[src/rtl/alu_muldiv.sv]
// Registered ALU with RV32M multiply/divide and valid/ready handshakes on both sides.
// One op in flight; base ops finish in one cycle, iterative mul/div take XLEN more.
module alu_muldiv #(
  parameter int unsigned XLEN     = 32,
  parameter int unsigned FAST_MUL = 1
) (
  input  logic            clk,
  input  logic            rst_n,
  input  logic            flush,
  input  logic            in_valid,
  output logic            in_ready,
  input  logic [4:0]      op,
  input  logic            a_sel,
  input  logic            b_sel,
  input  logic [XLEN-1:0] pc,
  input  logic [XLEN-1:0] rs1,
  input  logic [XLEN-1:0] rs2,
  input  logic [XLEN-1:0] imm,
  output logic            out_valid,
  input  logic            out_ready,
  output logic [XLEN-1:0] result
);

  localparam int unsigned SW = $clog2(XLEN);

  localparam logic [4:0] OpAdd = 5'd0,  OpSub = 5'd1,  OpAnd = 5'd2,  OpOr = 5'd3;
  localparam logic [4:0] OpXor = 5'd4,  OpSll = 5'd5,  OpSrl = 5'd6,  OpSra = 5'd7;
  localparam logic [4:0] OpLui = 5'd8,  OpSlt = 5'd9,  OpSltu = 5'd10, OpMul = 5'd11;
  localparam logic [4:0] OpMulh = 5'd12, OpMulhsu = 5'd13, OpMulhu = 5'd14, OpDiv = 5'd15;
  localparam logic [4:0] OpDivu = 5'd16, OpRem = 5'd17, OpRemu = 5'd18;

  typedef enum logic [1:0] {StIdle, StMul, StDiv, StDone} state_e;

  state_e            r_state, w_state_d;
  logic [XLEN-1:0]   r_result, w_result_d;
  logic [2*XLEN-1:0] r_acc, w_acc_d;
  logic [XLEN-1:0]   r_mag, w_mag_d;
  logic [SW-1:0]     r_cnt, w_cnt_d;
  logic [4:0]        r_op, w_op_d;
  logic              r_neg_q, w_neg_q_d;
  logic              r_neg_r, w_neg_r_d;

  logic [XLEN-1:0]   w_a, w_b, w_a_mag, w_b_mag, w_alu, w_special;
  logic [SW-1:0]     w_sh;
  logic              w_accept, w_is_mul, w_is_div, w_div_signed, w_is_quot;
  logic              w_a_sgn, w_b_sgn, w_div_zero, w_div_ovf;
  logic [2*XLEN-1:0] w_pa, w_pb, w_prod;
  logic [XLEN:0]     w_mul_sum, w_div_rem_sh, w_div_diff;
  logic [2*XLEN-1:0] w_mul_step, w_div_step, w_prod_fix;
  logic [XLEN-1:0]   w_mul_res, w_div_res, w_quo, w_rem;

  assign w_a  = a_sel ? rs1 : pc;
  assign w_b  = b_sel ? imm : rs2;
  assign w_sh = w_b[SW-1:0];

  assign in_ready  = !flush && (r_state == StIdle || (r_state == StDone && out_ready));
  assign w_accept  = in_valid && in_ready;
  assign out_valid = (r_state == StDone);
  assign result    = r_result;

  assign w_is_mul     = (op >= OpMul) && (op <= OpMulhu);
  assign w_is_div     = (op >= OpDiv) && (op <= OpRemu);
  assign w_div_signed = (op == OpDiv) || (op == OpRem);
  assign w_is_quot    = (op == OpDiv) || (op == OpDivu);

  // Operand signs only count for the signed flavours; magnitudes feed the iterative units.
  assign w_a_sgn = w_a[XLEN-1] & ((op == OpMul) | (op == OpMulh) | (op == OpMulhsu) | w_div_signed);
  assign w_b_sgn = w_b[XLEN-1] & ((op == OpMul) | (op == OpMulh) | w_div_signed);
  assign w_a_mag = w_a_sgn ? -w_a : w_a;
  assign w_b_mag = w_b_sgn ? -w_b : w_b;

  assign w_div_zero = (w_b == '0);
  assign w_div_ovf  = w_div_signed && (w_a == {1'b1, {(XLEN-1){1'b0}}}) && (w_b == '1);
  assign w_special  = w_div_zero ? (w_is_quot ? '1 : w_a) : (w_is_quot ? w_a : '0);

  // Low 2*XLEN bits of the sign-extended product cover all four multiply flavours.
  assign w_pa   = {{XLEN{w_a_sgn}}, w_a};
  assign w_pb   = {{XLEN{w_b_sgn}}, w_b};
  assign w_prod = w_pa * w_pb;

  always_comb begin
    w_alu = '0;
    case (op)
      OpAdd:    w_alu = w_a + w_b;
      OpSub:    w_alu = w_a - w_b;
      OpAnd:    w_alu = w_a & w_b;
      OpOr:     w_alu = w_a | w_b;
      OpXor:    w_alu = w_a ^ w_b;
      OpSll:    w_alu = w_a << w_sh;
      OpSrl:    w_alu = w_a >> w_sh;
      OpSra:    w_alu = $signed(w_a) >>> w_sh;
      OpLui:    w_alu = w_b;
      OpSlt:    w_alu = XLEN'($signed(w_a) < $signed(w_b));
      OpSltu:   w_alu = XLEN'(w_a < w_b);
      OpMul:    w_alu = w_prod[XLEN-1:0];
      OpMulh, OpMulhsu, OpMulhu: w_alu = w_prod[2*XLEN-1:XLEN];
      OpDiv, OpDivu, OpRem, OpRemu: w_alu = w_special;
      default:  w_alu = '0;
    endcase
  end

  // r_acc = {partial product, multiplier} during MUL, {remainder, quotient} during DIV.
  assign w_mul_sum    = {1'b0, r_acc[2*XLEN-1:XLEN]} + {1'b0, r_mag};
  assign w_mul_step   = r_acc[0] ? {w_mul_sum, r_acc[XLEN-1:1]} : {1'b0, r_acc[2*XLEN-1:1]};
  assign w_div_rem_sh = r_acc[2*XLEN-1:XLEN-1];
  assign w_div_diff   = w_div_rem_sh - {1'b0, r_mag};
  assign w_div_step   = w_div_diff[XLEN] ? {w_div_rem_sh[XLEN-1:0], r_acc[XLEN-2:0], 1'b0}
                                         : {w_div_diff[XLEN-1:0], r_acc[XLEN-2:0], 1'b1};

  assign w_prod_fix = r_neg_q ? -w_mul_step : w_mul_step;
  assign w_mul_res  = (r_op == OpMul) ? w_prod_fix[XLEN-1:0] : w_prod_fix[2*XLEN-1:XLEN];
  assign w_quo      = w_div_step[XLEN-1:0];
  assign w_rem      = w_div_step[2*XLEN-1:XLEN];
  assign w_div_res  = ((r_op == OpDiv) || (r_op == OpDivu)) ? (r_neg_q ? -w_quo : w_quo)
                                                            : (r_neg_r ? -w_rem : w_rem);

  always_comb begin
    w_state_d  = r_state;
    w_result_d = r_result;
    w_acc_d    = r_acc;
    w_mag_d    = r_mag;
    w_cnt_d    = r_cnt;
    w_op_d     = r_op;
    w_neg_q_d  = r_neg_q;
    w_neg_r_d  = r_neg_r;
    if (flush) begin
      w_state_d = StIdle;
    end else if (w_accept) begin
      w_op_d    = op;
      w_cnt_d   = '0;
      w_neg_q_d = w_a_sgn ^ w_b_sgn;
      w_neg_r_d = w_a_sgn;
      if (w_is_mul && FAST_MUL == 0) begin
        w_state_d = StMul;
        w_acc_d   = {{XLEN{1'b0}}, w_b_mag};
        w_mag_d   = w_a_mag;
      end else if (w_is_div && !w_div_zero && !w_div_ovf) begin
        w_state_d = StDiv;
        w_acc_d   = {{XLEN{1'b0}}, w_a_mag};
        w_mag_d   = w_b_mag;
      end else begin
        w_state_d  = StDone;
        w_result_d = w_alu;
      end
    end else begin
      case (r_state)
        StMul: begin
          w_acc_d = w_mul_step;
          w_cnt_d = r_cnt + 1'b1;
          if (r_cnt == '1) begin
            w_state_d  = StDone;
            w_result_d = w_mul_res;
          end
        end
        StDiv: begin
          w_acc_d = w_div_step;
          w_cnt_d = r_cnt + 1'b1;
          if (r_cnt == '1) begin
            w_state_d  = StDone;
            w_result_d = w_div_res;
          end
        end
        StDone: if (out_ready) w_state_d = StIdle;
        default: ;
      endcase
    end
  end

  always_ff @(posedge clk or negedge rst_n) begin
    if (!rst_n) begin
      r_state  <= StIdle;
      r_result <= '0;
      r_acc    <= '0;
      r_mag    <= '0;
      r_cnt    <= '0;
      r_op     <= '0;
      r_neg_q  <= 1'b0;
      r_neg_r  <= 1'b0;
    end else begin
      r_state  <= w_state_d;
      r_result <= w_result_d;
      r_acc    <= w_acc_d;
      r_mag    <= w_mag_d;
      r_cnt    <= w_cnt_d;
      r_op     <= w_op_d;
      r_neg_q  <= w_neg_q_d;
      r_neg_r  <= w_neg_r_d;
    end
  end

endmodule
[config.mk]
export PLATFORM = sky130hd
export DESIGN_NAME = alu_muldiv
export DESIGN_NICKNAME = d
export VERILOG_FILES = /design/src/rtl/alu_muldiv.sv
export SDC_FILE = /design/constraint.sdc
export NUM_CORES = 2
export LEC_CHECK = 0
export ABC_AREA = 1
export BUFFER_PORTS_ARGS = -buffer_cell sky130_fd_sc_hd__buf_4
export CORE_ASPECT_RATIO = 1.5
export CORE_MARGIN = 8
export CORE_UTILIZATION = 45
export DETAILED_ROUTE_END_ITERATION = 8
export PLACE_DENSITY_LB_ADDON = 0.3
export SLEW_MARGIN = 20
export SYNTH_ARGS = -nofsm -noshare
export SYNTH_HDL_FRONTEND = slang
export SYNTH_SLANG_ARGS = --single-unit
export TNS_END_PERCENT = 20
[constraint.sdc]
create_clock -name clk -period 4.8 [get_ports clk]
set_input_delay 0.24 -clock clk [delete_from_list [all_inputs] [get_ports clk]]
set_output_delay 0.24 -clock clk [all_outputs]
set_load 0.05 [all_outputs]
==> results.md <==
Drt:
- After detailed routing, the number of remaining DRC violations is 0.
- In the final routed layout, each cell accounts on average for roughly 30 µm.
- Once detail routing completed, the nets flagged for antenna violations numbered 0.
- Detailed routing inserted a total of approximately 80000 vias.
- The routed wire length is about 400000 µm.
- The first detailed-routing pass ran for 9 iterations.
- In the routed layout, each cell is associated on average with a via count of roughly 6.
- After the first detailed-routing iteration, the DRC count stood at between 9000 and 10000.

Critical path:
- The endpoint required time on the critical path is about 5.2 ns.
- The worst setup path is launched from an input port.
- The library cell contributing the largest single delay on the critical path is sky130_fd_sc_hd__fa_1.
- The largest single stage delay on the critical path is 0.55 ns.
- The worst setup path is of the in2reg kind.
- Data arrives at the worst endpoint at about 8.4 ns.
- The internal reg-to-reg setup slack is 0.17 ns.
- Of all nets on the critical path, the largest fanout is 10.
- The cell occurring most often along the worst timing path is sky130_fd_sc_hd__fa_1.
- STA classifies the critical path endpoint as a flop.

Clock tree:
- The tree is rooted in a sky130_fd_sc_hd__clkbuf_16.
- The clock tree synthesis step divided the H-tree into 4 levels.
- The number of buffers created by CTS is 17.
- The buffer levels on the longest clock path is 2.
- Clock-pin slew was measured on the worst setup and hold paths at 0.08 ns.
- The clock insertion delay at the later pin of the skew report is ~0.53 ns.
- The clock tree from TritonCTS is built.
- The count of clock tree sinks is between 100 and 150.

Synth:
- Of the total synthesized cell area, the portion taken by AND, OR, NAND and NOR gates is about a quarter.
- Counting flops with an async set or reset pin after synthesis yields a share of 100%.
- The most used flip-flop cell after synthesis is sky130_fd_sc_hd__dfrtp_1.
- After Yosys synthesis, XOR and XNOR cells account for between 1.5 and 2% of the synthesized area.
- In this run, synthesis inferred 0 flip-flops with an integrated enable.
- The area of the mapped netlist is just under 70000 µm².
- The post-synthesis net count is around 12000.
- The combinational family with the most area after synthesis is adder cells.
- The proportion of synthesized area in mux cells is 0.179%.
- For this run, the number of Yosys warnings is 0.
- A synthesized cell averages 6.72 µm².
- The number of unique standard cell types used by synthesis is 69.
- The synthesized netlist devotes 40.8% of its cell area to adder and majority cells.
- The number of synthesized register bits is 142.
- The post-synthesis cell count is 10000.
- Summing the sequential cell areas from Yosys gives around 5.3% of the chip area.
- The synthesized netlist devotes approximately an eighth of its cell area to compound gates.

Timing:
- The final-report hold violation count was 0.
- Subtracting the final worst setup slack from the clock period gives 7.96 ns.
- At the pin with the least slew margin, the transition time is approximately 1.3 ns.
- The top achievable clock speed is roughly 0.13 GHz.
- Setup violations remaining at the end of the flow were counted as 32.
- The worst slew slack as a fraction of its limit is between 10% and 20%.
- Setup slack on the critical path of the routed design comes to -3.16 ns.
- The final number of max-transition violations was 0.
- Setup repair after global routing could not meet its margin everywhere.
- On the final layout, the worst clock skew is around 0.027 ns.
- The ratio of final minimum period to clock period is 166%.

Global route:
- Global routing finished with a remaining overflow of 0.
- The pin count of the biggest net entering global routing is 66.
- For this run, the total global-route usage over all layers was measured as ~48%.
- The first global-routing pass estimated approximately 560000 µm of wire.
- The number of antenna violations at the first check in global routing is 30.
- The number of global-route vias before repair came to roughly 80000.

Run status:
- The final reports fail on negative setup slack.
- The run finished, with violations left.

Floorplanning:
- For this configuration, the core starts out at a cell density of 45.1%.
- The total area inside the core boundary comes to around 150000 µm².
- The number of top-level pins is between 150 and 200.
- The die covers 162000 µm².
- The die is ~490 µm tall.
- The floorplan has ~170 rows.
- From left edge to right edge, the die measures approximately 330 µm.

Layout:
- The most common cell after layout, fill and taps aside is sky130_fd_sc_hd__nand2_1.
- The final-layout fill cell count is between 10000 and 15000.
- The proportion of layout cells with a drive suffix above 1 is between 20 and 25%.
- The count of nets after finishing is approximately 13000.
- In the layout the commonest cells are 2457 x sky130_fd_sc_hd__nand2_1, 1924 x sky130_fd_sc_hd__inv_1, 1513 x sky130_fd_sc_hd__buf_4, 1101 x sky130_fd_sc_hd__fa_1, 910 x sky130_fd_sc_hd__nor2_1.
- The synthesis-to-layout area growth is 29.3%.

Job:
- Across the run, the number of max-cap violations was 0.

Hold path:
- The tightest min-delay check is of the in2reg type.

Placement:
- After legalization and detailed placement, the total HPWL measured around 330000 µm.
- At the placement stage, the worst setup path has a slack of -4.75 ns.
- The number of I/O port buffers is between 150 and 200.
- The final weighted congestion in routability-driven placement is around 1.1.
[worst max-delay path: cells and delay by family]
family	cells	cell delay (ns)
AOI/OAI and AO/OA	8	1.49
adders and majority gates	9	4.36
buffers and inverters	13	1.81
and+or+nand+nor	5	0.40
[through the flow]
stage	cell area [µm²]	cells	TNS [ns]	util, %	hold slack (ns)
after global routing	87000	13300	-102.38	58.3	0.0569
after global placement	81900	13100	-137.00	54.9	0.342
after CTS	85100	13200	-92.98	57.1	0.0128
after floorplan	67700	10000	-90.91	-	-0.0556
after detailed placement	81900	13100	-141.53	54.9	0.342
final	87000	13300	-95.35	58.3	0.0553
[registers in the layout (all words and copies together) (netlist names)]
| name | cells |
|---|---|
| r_acc | 64 |
| r_cnt | 5 |
| r_mag | 32 |
| r_neg_q | 1 |
| r_neg_r | 1 |
| r_op | 5 |
| r_state | 2 |
| result | 32 |
[worst paths after layout]
kind,to,cells after the start,startpoint
max in group asynchronous,result[13]$_DFFE_PN0P_,3,rst_n
max,result[8]$_DFFE_PN0P_,35,b_sel
max reg2reg,result[8]$_DFFE_PN0P_,23,r_acc[31]$_DFFE_PN0P_
min,r_op[3]$_DFFE_PN0P_,3,op[3]
min in group asynchronous,result[1]$_DFFE_PN0P_,2,rst_n
min reg2reg,r_op[0]$_DFFE_PN0P_,2,r_op[0]$_DFFE_PN0P_
[routing by layer]
| layer | wire length (µm) | vias to the layer above | GRT usage, % |
|---|---|---|---|
| met1 | 136000 | 37700 | 54.9 |
| met3 | 47800 | 1921 | 13.7 |
| li1 | - | 33300 | - |
| met5 | 151 | - | 0 |
| met4 | 48800 | 22 | 44.8 |
| met2 | 165000 | 5812 | 71.3 |
[cells by family (layout without fill, tap and decap cells)]
| kind of cell | count (synthesis) | after routing |
|---|---|---|
| AO/OA/AOI/OAI | 1482 | 1482 |
| XOR/XNOR | 120 | 120 |
| adder cells (fa/ha/maj) | 1515 | 1515 |
| buffers and inverters | 2518 | 3845 |
| flip-flops | 142 | 142 |
| multiplexers | 12 | 12 |
| other | 0 | 15 |
| AND/OR/NAND/NOR | 4218 | 4218 |
[repair_timing]
item,4_1_cts,5_1_grt
gates resized for setup,369,378
buffers inserted,117,48
hold buffers,1,0
gates cloned,4,3
pin swaps,113,131
hold endpoints to repair,53,0
setup endpoints to repair,32,95
[cell usage after synthesis (18+ instances only)]
cell type | n | share of area, %
sky130_fd_sc_hd__nand2_1 | 2524 | 14
sky130_fd_sc_hd__inv_1 | 2006 | 11
sky130_fd_sc_hd__fa_1 | 1129 | 34
sky130_fd_sc_hd__nor2_1 | 994 | 5.5
sky130_fd_sc_hd__o21ai_0 | 534 | 4.0
sky130_fd_sc_hd__a21oi_1 | 466 | 3.5
sky130_fd_sc_hd__ha_1 | 385 | 7.2
sky130_fd_sc_hd__nand3_1 | 356 | 2.6
sky130_fd_sc_hd__clkbuf_1 | 296 | 1.7
sky130_fd_sc_hd__dfrtp_1 | 142 | 5.3
sky130_fd_sc_hd__o21ai_1 | 123 | 0.91
sky130_fd_sc_hd__buf_1 | 99 | 0.55
sky130_fd_sc_hd__nand4_1 | 93 | 0.86
sky130_fd_sc_hd__xor2_1 | 92 | 1.2
sky130_fd_sc_hd__nor3_1 | 78 | 0.58
sky130_fd_sc_hd__o22ai_1 | 70 | 0.65
sky130_fd_sc_hd__a31oi_1 | 59 | 0.55
sky130_fd_sc_hd__o211ai_1 | 46 | 0.51
sky130_fd_sc_hd__buf_2 | 43 | 0.32
sky130_fd_sc_hd__inv_2 | 35 | 0.20
sky130_fd_sc_hd__or2_2 | 30 | 0.28
sky130_fd_sc_hd__xnor2_1 | 28 | 0.36
sky130_fd_sc_hd__nor4_1 | 27 | 0.25
sky130_fd_sc_hd__nand3b_1 | 25 | 0.28
sky130_fd_sc_hd__o21bai_1 | 25 | 0.28
sky130_fd_sc_hd__o2111ai_1 | 22 | 0.29
sky130_fd_sc_hd__a21o_1 | 21 | 0.23
sky130_fd_sc_hd__nor2_2 | 18 | 0.17
sky130_fd_sc_hd__o221ai_1 | 18 | 0.23
[cell type report]
cell class,instances,area [µm²],share of cell area [%]
clock buffer,17,425,0.489
clock inverter,15,170,0.196
tap,1936,2420,2.78
timing repair buffer,1756,15600,18.0
antenna,15,37.5,0.0431
sequential,142,3550,4.09
inverter,2057,7830,9.00
multi-input combinational,7347,56900,65.4
Power is left out: the tool's default activity adds up to more than one toggle a clock period on the data nets, which glitch-free logic cannot reach.
